### src/rtl/ram_master_pkg.sv
`default_nettype none
// ============================================================================
//  Module   : ram_master_pkg
//  Brief    : Shared types and defaults for the RAM burst master.
//             Optional statistics are enabled with RAM_MASTER_STATS_EN.
//  Revision : 1.0 - initial release
// ============================================================================
package ram_master_pkg;

  localparam int unsigned DEF_AW     = 12;
  localparam int unsigned DEF_DW     = 8;
  localparam int unsigned DEF_LEN_W  = 4;
  localparam int unsigned DEF_RD_LAT = 1;
  localparam int unsigned STAT_W     = 16;

  typedef enum logic [1:0] {
    ST_IDLE     = 2'd0,
    ST_WR       = 2'd1,
    ST_RD       = 2'd2,
    ST_RD_DRAIN = 2'd3
  } state_t;

  // Saturating increment for the beat statistics counters
  function automatic logic [STAT_W-1:0] sat_inc(input logic [STAT_W-1:0] v);
    return (v == {STAT_W{1'b1}}) ? v : v + 1'b1;
  endfunction

endpackage
`default_nettype wire

### src/rtl/rd_track.sv
`default_nettype none
// ============================================================================
//  Module   : rd_track
//  Brief    : Delays the {valid,last} tag of each RAM read issue by RD_LAT
//             cycles so it lines up with the RAM read data.
//  Revision : 1.0 - initial release
// ============================================================================
module rd_track #(
  parameter int RD_LAT = 1
) (
  input  logic clk,
  input  logic rst,
  input  logic i_valid,
  input  logic i_last,
  output logic o_valid,
  output logic o_last
);

  generate
    if (RD_LAT == 0) begin : g_pass
      // Combinational RAM: the tag is already aligned with the data
      logic w_unused_clk_rst;
      assign w_unused_clk_rst = clk ^ rst;
      assign o_valid = i_valid;
      assign o_last  = i_last;
    end else begin : g_pipe
      logic [RD_LAT-1:0] r_valid;
      logic [RD_LAT-1:0] r_last;

      // Shift the tag one stage per cycle; reset drops in-flight beats
      always_ff @(posedge clk or posedge rst) begin
        if (rst) begin
          r_valid <= '0;
          r_last  <= '0;
        end else begin
          r_valid[0] <= i_valid;
          r_last[0]  <= i_last;
          for (int i = 1; i < RD_LAT; i++) begin
            r_valid[i] <= r_valid[i-1];
            r_last[i]  <= r_last[i-1];
          end
        end
      end

      assign o_valid = r_valid[RD_LAT-1];
      assign o_last  = r_last[RD_LAT-1];
    end
  endgenerate

endmodule
`default_nettype wire

### src/rtl/ram_burst_master.sv
`default_nettype none
// ============================================================================
//  Module   : ram_burst_master
//  Brief    : Burst initiator for a synchronous single-port RAM. Accepts
//             read/write bursts of 1..2**LEN_W beats, streams write beats in
//             and read beats out, and owns all RAM address/enable sequencing.
//             Define RAM_MASTER_STATS_EN to add saturating beat counters.
//  Revision : 1.0 - initial release
// ============================================================================
module ram_burst_master
  import ram_master_pkg::*;
#(
  parameter int AW     = DEF_AW,
  parameter int DW     = DEF_DW,
  parameter int LEN_W  = DEF_LEN_W,
  parameter int RD_LAT = DEF_RD_LAT
) (
  input  logic              clk,
  input  logic              rst,
  input  logic              i_req_valid,
  output logic              o_req_ready,
  input  logic              i_req_we,
  input  logic [AW-1:0]     i_req_addr,
  input  logic [LEN_W-1:0]  i_req_len,
  input  logic              i_wdata_valid,
  output logic              o_wdata_ready,
  input  logic [DW-1:0]     i_wdata,
  output logic              o_rdata_valid,
  output logic [DW-1:0]     o_rdata,
  output logic              o_rdata_last,
  output logic              o_done,
  output logic              o_busy,
  output logic [AW-1:0]     o_ram_addr,
  output logic [DW-1:0]     o_ram_din,
  output logic              o_ram_wr_en,
  input  logic [DW-1:0]     i_ram_dout
`ifdef RAM_MASTER_STATS_EN
  ,
  output logic [STAT_W-1:0] o_wr_beats,
  output logic [STAT_W-1:0] o_rd_beats
`endif
);

  state_t            r_state;
  logic [AW-1:0]     r_cur_addr;
  logic [AW-1:0]     r_addr_hold;
  logic [LEN_W-1:0]  r_beat_cnt;
  logic              r_wr_done;

  logic              w_in_wr;
  logic              w_in_rd;
  logic              w_wr_beat;
  logic              w_last_cnt;
  logic              w_issue_last;
  logic              w_trk_valid;
  logic              w_trk_last;

  assign w_in_wr      = (r_state == ST_WR);
  assign w_in_rd      = (r_state == ST_RD);
  assign w_wr_beat    = w_in_wr & i_wdata_valid;
  assign w_last_cnt   = (r_beat_cnt == '0);
  assign w_issue_last = w_in_rd & w_last_cnt;

  // Burst sequencing: accept a command, walk the address, count beats down
  always_ff @(posedge clk or posedge rst) begin
    if (rst) begin
      r_state    <= ST_IDLE;
      r_cur_addr <= '0;
      r_beat_cnt <= '0;
      r_wr_done  <= 1'b0;
    end else begin
      r_wr_done <= 1'b0;
      case (r_state)
        ST_IDLE: begin
          if (i_req_valid) begin
            r_cur_addr <= i_req_addr;
            r_beat_cnt <= i_req_len;
            r_state    <= i_req_we ? ST_WR : ST_RD;
          end
        end
        ST_WR: begin
          // A missing write beat simply stalls; nothing moves
          if (i_wdata_valid) begin
            r_cur_addr <= r_cur_addr + 1'b1;
            if (w_last_cnt) begin
              r_state   <= ST_IDLE;
              r_wr_done <= 1'b1;
            end else begin
              r_beat_cnt <= r_beat_cnt - 1'b1;
            end
          end
        end
        ST_RD: begin
          r_cur_addr <= r_cur_addr + 1'b1;
          if (w_last_cnt) begin
            // With a registered RAM the final beat is still in flight
            r_state <= (RD_LAT != 0) ? ST_RD_DRAIN : ST_IDLE;
          end else begin
            r_beat_cnt <= r_beat_cnt - 1'b1;
          end
        end
        ST_RD_DRAIN: begin
          r_state <= ST_IDLE;
        end
        default: begin
          r_state <= ST_IDLE;
        end
      endcase
    end
  end

  // Remember the last address put on the RAM so it holds while idle
  always_ff @(posedge clk or posedge rst) begin
    if (rst) begin
      r_addr_hold <= '0;
    end else if (w_in_wr | w_in_rd) begin
      r_addr_hold <= r_cur_addr;
    end
  end

  rd_track #(
    .RD_LAT (RD_LAT)
  ) u_rd_track (
    .clk     (clk),
    .rst     (rst),
    .i_valid (w_in_rd),
    .i_last  (w_issue_last),
    .o_valid (w_trk_valid),
    .o_last  (w_trk_last)
  );

  assign o_req_ready   = (r_state == ST_IDLE);
  assign o_busy        = (r_state != ST_IDLE);
  assign o_wdata_ready = w_in_wr;

  assign o_ram_wr_en   = w_wr_beat;
  assign o_ram_din     = w_wr_beat ? i_wdata : '0;
  assign o_ram_addr    = (w_in_wr | w_in_rd) ? r_cur_addr : r_addr_hold;

  // Read data is gated by the tag so it reads zero between beats
  assign o_rdata_valid = w_trk_valid;
  assign o_rdata       = w_trk_valid ? i_ram_dout : '0;
  assign o_rdata_last  = w_trk_valid & w_trk_last;

  // Writes finish a cycle after the last beat; reads finish with the last beat
  assign o_done        = r_wr_done | (w_trk_valid & w_trk_last);

`ifdef RAM_MASTER_STATS_EN
  logic [STAT_W-1:0] r_wr_beats;
  logic [STAT_W-1:0] r_rd_beats;

  // Count accepted write beats and delivered read beats, saturating
  always_ff @(posedge clk or posedge rst) begin
    if (rst) begin
      r_wr_beats <= '0;
      r_rd_beats <= '0;
    end else begin
      if (w_wr_beat) begin
        r_wr_beats <= sat_inc(r_wr_beats);
      end
      if (w_trk_valid) begin
        r_rd_beats <= sat_inc(r_rd_beats);
      end
    end
  end

  assign o_wr_beats = r_wr_beats;
  assign o_rd_beats = r_rd_beats;
`endif

endmodule
`default_nettype wire

### config.mk
export PLATFORM = sky130hd
export DESIGN_NAME = ram_burst_master
export DESIGN_NICKNAME = d
export VERILOG_FILES = /design/src/rtl/ram_master_pkg.sv /design/src/rtl/rd_track.sv /design/src/rtl/ram_burst_master.sv
export SDC_FILE = /design/constraint.sdc
export NUM_CORES = 1
export LEC_CHECK = 0
export BUFFER_PORTS_ARGS = -buffer_cell sky130_fd_sc_hd__buf_2
export CORE_ASPECT_RATIO = 1.25
export CORE_MARGIN = 3
export CORE_UTILIZATION = 25
export DETAILED_ROUTE_END_ITERATION = 10
export PLACE_DENSITY_LB_ADDON = 0.3
export SLEW_MARGIN = 5
export SYNTH_ARGS = -nofsm -noshare
export SYNTH_HDL_FRONTEND = slang
export SYNTH_SLANG_ARGS = --single-unit
### constraint.sdc
create_clock -name clk -period 3.8 [get_ports clk]
set_input_delay 0.76 -clock clk [delete_from_list [all_inputs] [get_ports clk]]
set_output_delay 0.76 -clock clk [all_outputs]
set_load 0.01 [all_outputs]
# [Word level (Yosys, flattened, before mapping)]
# Index checks and enable logic that the tools add are counted.
[classes] addsub=2 eq_ne=7 n_mux=19 bitwise_logic=5 n_reduce_logical=6
[op_table] operator="two-way mux 12 bit" count=3
[op_table] operator="case mux 12 bit (3 select lines)" count=1
[op_table] operator="two-way mux 8 bit" count=2
[op_table] operator="adder 12 x 1 -> 12 bit, second input constant" count=1
[op_table] operator="two-way mux 4 bit" count=3
[op_table] operator="case mux 4 bit (3 select lines)" count=1
[op_table] operator="two-way mux 2 bit" count=5
[op_table] operator="case mux 2 bit (4 select lines)" count=1
[op_table] operator="!= test 2 bit, second input constant" count=3
[op_table] operator="equality test 2 bit, second input constant" count=2
[op_table] operator="zero test 4 bit" count=1
[op_table] operator="AND reduction 4 bit" count=1
[op_table] operator="subtractor 4 x 1 -> 4 bit, second input constant" count=1
[op_table] operator="AND 1 bit" count=3
[op_table] operator="two-way mux 1 bit" count=3
[op_table] operator="AND reduction 3 bit" count=1
[op_table] operator="nonzero test 3 bit" count=1
[op_table] operator="equality test 2 x 1 -> 1 bit, second input constant" count=1
[op_table] operator="zero test 2 bit" count=1
[op_table] operator="!= test 2 x 1 -> 1 bit, second input constant" count=1
[op_table] operator="OR 1 bit" count=2
[op_table] operator="nonzero test 2 bit" count=1
[word_totals] reg_bits=33 input_bits=37 out_inout_bits=35 wordCells=46

# [Longest topological paths before layout]
[depth] ltp_word=4 mapped_depth=7 depth_no_buf=6

# [By module]
# Synthesis repeated with hierarchy kept, for this count alone.
[unflattened] hier_cells=195 hier_area_um2=1870.5
[by_module_without_submodules] module="ram_burst_master" instances=1 cells_each=192 area_per_inst_um2=1816.7 seq_area_each_um2=775.7
[by_module_without_submodules] module="rd_track" instances=1 cells_each=3 area_per_inst_um2=53.8 seq_area_each_um2=50.0

# [Least setup slack after synthesis]
# No wires, ideal clock.
[synth_path] kind="register to output" from="reg r_state[0]" to="out o_ram_addr[0]" arrival_time_ps=1463 required_time_ps=3040 path_slack_ps=1577 stages_incl_launch_ff=6 path_buffers=2 path_cell_list="dfrtp_1 > inv_1 > ha_1 > buf_2 > clkbuf_1 > o21ai_0"
[synth_via] elab_chain_len=3 word_cells_on_any_way=4 cone_classes="eq/ne: 2; mux: 1; bitwise: 1"
[synth_lines] element="start: declaration" line="ram_burst_master.sv:44" rtl="state_t r_state;"
[synth_lines] element="start signal: assignment" line="ram_burst_master.sv:78" rtl="r_state <= i_req_we ? ST_WR : ST_RD;"
[synth_lines] element="start signal: assignment" line="ram_burst_master.sv:97" rtl="r_state <= (RD_LAT != 0) ? ST_RD_DRAIN : ST_IDLE;"
[synth_lines] element="equality test 2 x 1 -> 1 bit / equality test 2 bit (equally long branches)" line="ram_burst_master.sv:58, ram_burst_master.sv:59"
[synth_lines] element="OR 1 bit (*)" line="ram_burst_master.sv:138" rtl="assign o_ram_addr = (w_in_wr | w_in_rd) ? r_cur_addr : r_addr_hold;"
[synth_lines] element="two-way mux 12 bit (*)"
[synth_lines] element="end: declaration" line="ram_burst_master.sv:33" rtl="output logic [AW-1:0] o_ram_addr,"
# Mark *: on every way between the ends. The rest lies on a longest branch, timed or not.

# [Final worst setup path]
[layout_path] from="reg r_state[0]" to="out o_ram_addr[5]"
# The elaborated chain is that of the path after synthesis.

==> metrics <==
status completed; via density per instance 4.60; Final Hold Fails 0; Pleak 1.21 nW; register bit total from synthesis 33; share of the clock period used by the worst path after layout 73.4%; Yosys cell types 39; worst slew pin tran 0.506 ns; YS warnings 0; power density over cell area 992 nW/um^2; Clock transition at path regs 0.07 ns; EDFF count, synth 0; DIE HEIGHT 103 um; DR vias 1,636; Die Wd 83.6 um; row count 34; router iterations before antenna repair 4; Port Buffers 71; post-CTS sizing 0; Critical Path Sink Type output pin; syn_area_per_cell 9.66 sq um; starting density of the core 26.3%; crit start category flop; Syn Nets 239; critical path type reg2out; CTS Buf Count 5; Hold-fix buffers, CTS 0; final setup vio count 0; fin util 34.0%; GP Congestion 0.780; critical path's largest stage delay 0.42 ns; CP Max Fanout 49; first-pass GRT wire length 7950 um; clk root buf clkbuf_8; Post-Place Cells 348; setup_tns 0 ns; Power, Total 2.41 mW; # Max-Cap Violations 0; area leader, netlist dfrtp_1; fmax 0.359 GHz; H-tree levels 2; type of the tightest min-delay check reg2reg; main flop type after synthesis dfrtp_1; share of layout cells above drive strength 1 35.7%; cell chain of the critical path inv_1 -> ha_1 -> buf_4 -> mux2_1 -> buf_2; Final Max Slew Viols 0; number of placed I/O pins 72; Arr. time, crit path 2.03 ns; TritonCTS clock tree built; Routed Antenna Nets 0; Crit path required time 3.04 ns; vias in the first global route 1,611; DP Wirelength 3440 um; initial DRC count 62; peak supply drop 0.421 mV; worst rel slew slack 66.3%; global route total overflow 0; initial antenna violation count 0; Crit path max-delay family buffers and inverters; post-route insts no fill 356; nets@finish 309; Layout Skew 0.0130 ns; die area 8620 sq um; clock sink total 33; core area 7150 sq um; Max Buffers Root-to-Sink 2; Gate Count Post-Synth 195; postcts setup bufs 0; largest net degree at the start of global routing 50; DR WL/cell 13.0 um; RSZ-0062 raised after global routing no; Tmin final 2.79 ns; ys async rst share 100%; Area Overhead vs Synth 29.0%; top cells by area, synth dfrtp_1, ha_1, and3_1, mux2_1, and2_1; Worst Path Buf+Inv 3; Clk Latency, worst-skew pair 0.29 ns; # diodes 0; Slowest cell on crit path buf_4; Syn Std Cell Area 1880 sq um; Residual DRC 0; Total Routing Usage GR 11.5%; Seq/Total Area, Yosys 43.9%; share of the synthesized area in the top cell type 43.9%; final wirelength 4640 um
cell type report:
class | instances | area [sq um]
multi-input cells | 137 | 943
fillers | 760 | 4720
clock inverters | 1 | 30.0
clock buffers | 7 | 86.3
inverters | 14 | 52.6
well taps | 90 | 113
flip-flops and latches | 33 | 826
repair buffers | 74 | 378
cell usage in the layout (no fill, tap or decap), types with 4 or more instances in the layout:
cell	n
a21oi_1	5
a21oi_2	6
a2bb2oi_2	4
and2_1	10
and3_1	13
buf_2	71
clkbuf_8	6
dfrtp_1	33
ha_1	7
inv_1	14
mux2_1	6
nand2_1	15
nand3_1	9
nor2_1	6
nor2b_1	5
o21ai_0	11
o21ai_1	4
o22ai_1	7
cell usage after synthesis, types with 2 or more instances:
cell type	instances
nand2_1	15
mux2_1	6
dfrtp_1	33
a31oi_1	2
o22ai_1	7
nor2b_1	5
nor2_1	6
o21ai_0	11
o22a_1	2
a21oi_2	6
inv_1	14
buf_6	2
and2_1	10
nor3_1	3
ha_1	7
o21a_1	2
buf_2	4
a2bb2oi_2	4
mux2i_1	3
o21ai_1	4
a2bb2oi_1	3
clkbuf_1	4
and3_1	13
nand3_1	9
nand4_1	2
a21oi_1	5
flip-flops by register name, indices dropped and copies added (netlist names):
| signal | cells |
|---|---|
| u_rd_track.o_valid | 1 |
| u_rd_track.o_last | 1 |
| r_state | 2 |
| r_cur_addr | 12 |
| r_addr_hold | 12 |
| r_beat_cnt | 4 |
| r_wr_done | 1 |
layer usage:
metal  routed length, um  track usage [%]
met2                2350             19.7
met3                 233             2.08
met4                  68             5.20
met5                   0                0
met1                1980             14.1
report_power, final:
group	internal, mW	switching (mW)
Sequential	0.533	0.131
Clock	0.214	0.128
Combinational	0.610	0.793
Total	1.36	1.05
final timing paths:
path / slack (ns) / cells past startpoint / from / to
max in group asynchronous: 2.92 / 3 / rst / r_addr_hold[2]
min in group asynchronous: 0.55 / 3 / rst / r_beat_cnt[1]
setup reg to reg: 1.84 / 6 / r_state[1] / r_beat_cnt[0]
hold reg to reg: 0.47 / 1 / r_addr_hold[8] / r_addr_hold[8]
setup / recovery: 1.01 / 5 / r_state[0] / o_ram_addr[5]
hold / removal: 0.47 / 1 / r_addr_hold[8] / r_addr_hold[8]
stage by stage:
| step | hold slack, ns | setup slack [ns] | area [sq um] |
|---|---|---|---|
| finish | 0.474 | 1.01 | 2430 |
| global route | 0.501 | 0.874 | 2430 |
| CTS | 0.482 | 0.995 | 2430 |
| global placement | 0.460 | 1.38 | 2310 |
| floorplan | 0.488 | 1.58 | 1880 |
| detailed placement | 0.466 | 1.32 | 2310 |
worst register-to-register path: stages, from the launching register on:
cell,delay (ns)
dfrtp_1,0.41
inv_1,0.13
ha_1,0.35
nor2b_1,0.29
or3_4,0.35
o21bai_1,0.14
a221oi_2,0.21
cells by family (layout without fill, tap and decap cells):
| family | after synthesis | count (layout) | synth area share, % |
|---|---|---|---|
| DFF | 33 | 33 | 43.9 |
| AOI/OAI and AO/OA | 51 | 51 | 19.9 |
| adders and majority gates | 7 | 7 | 4.65 |
| buffers and inverters | 25 | 96 | 6.05 |
| and+or+nand+nor | 70 | 70 | 20.4 |
| muxes | 9 | 9 | 5.18 |
Note: power is estimated with default switching activity, not from simulation.
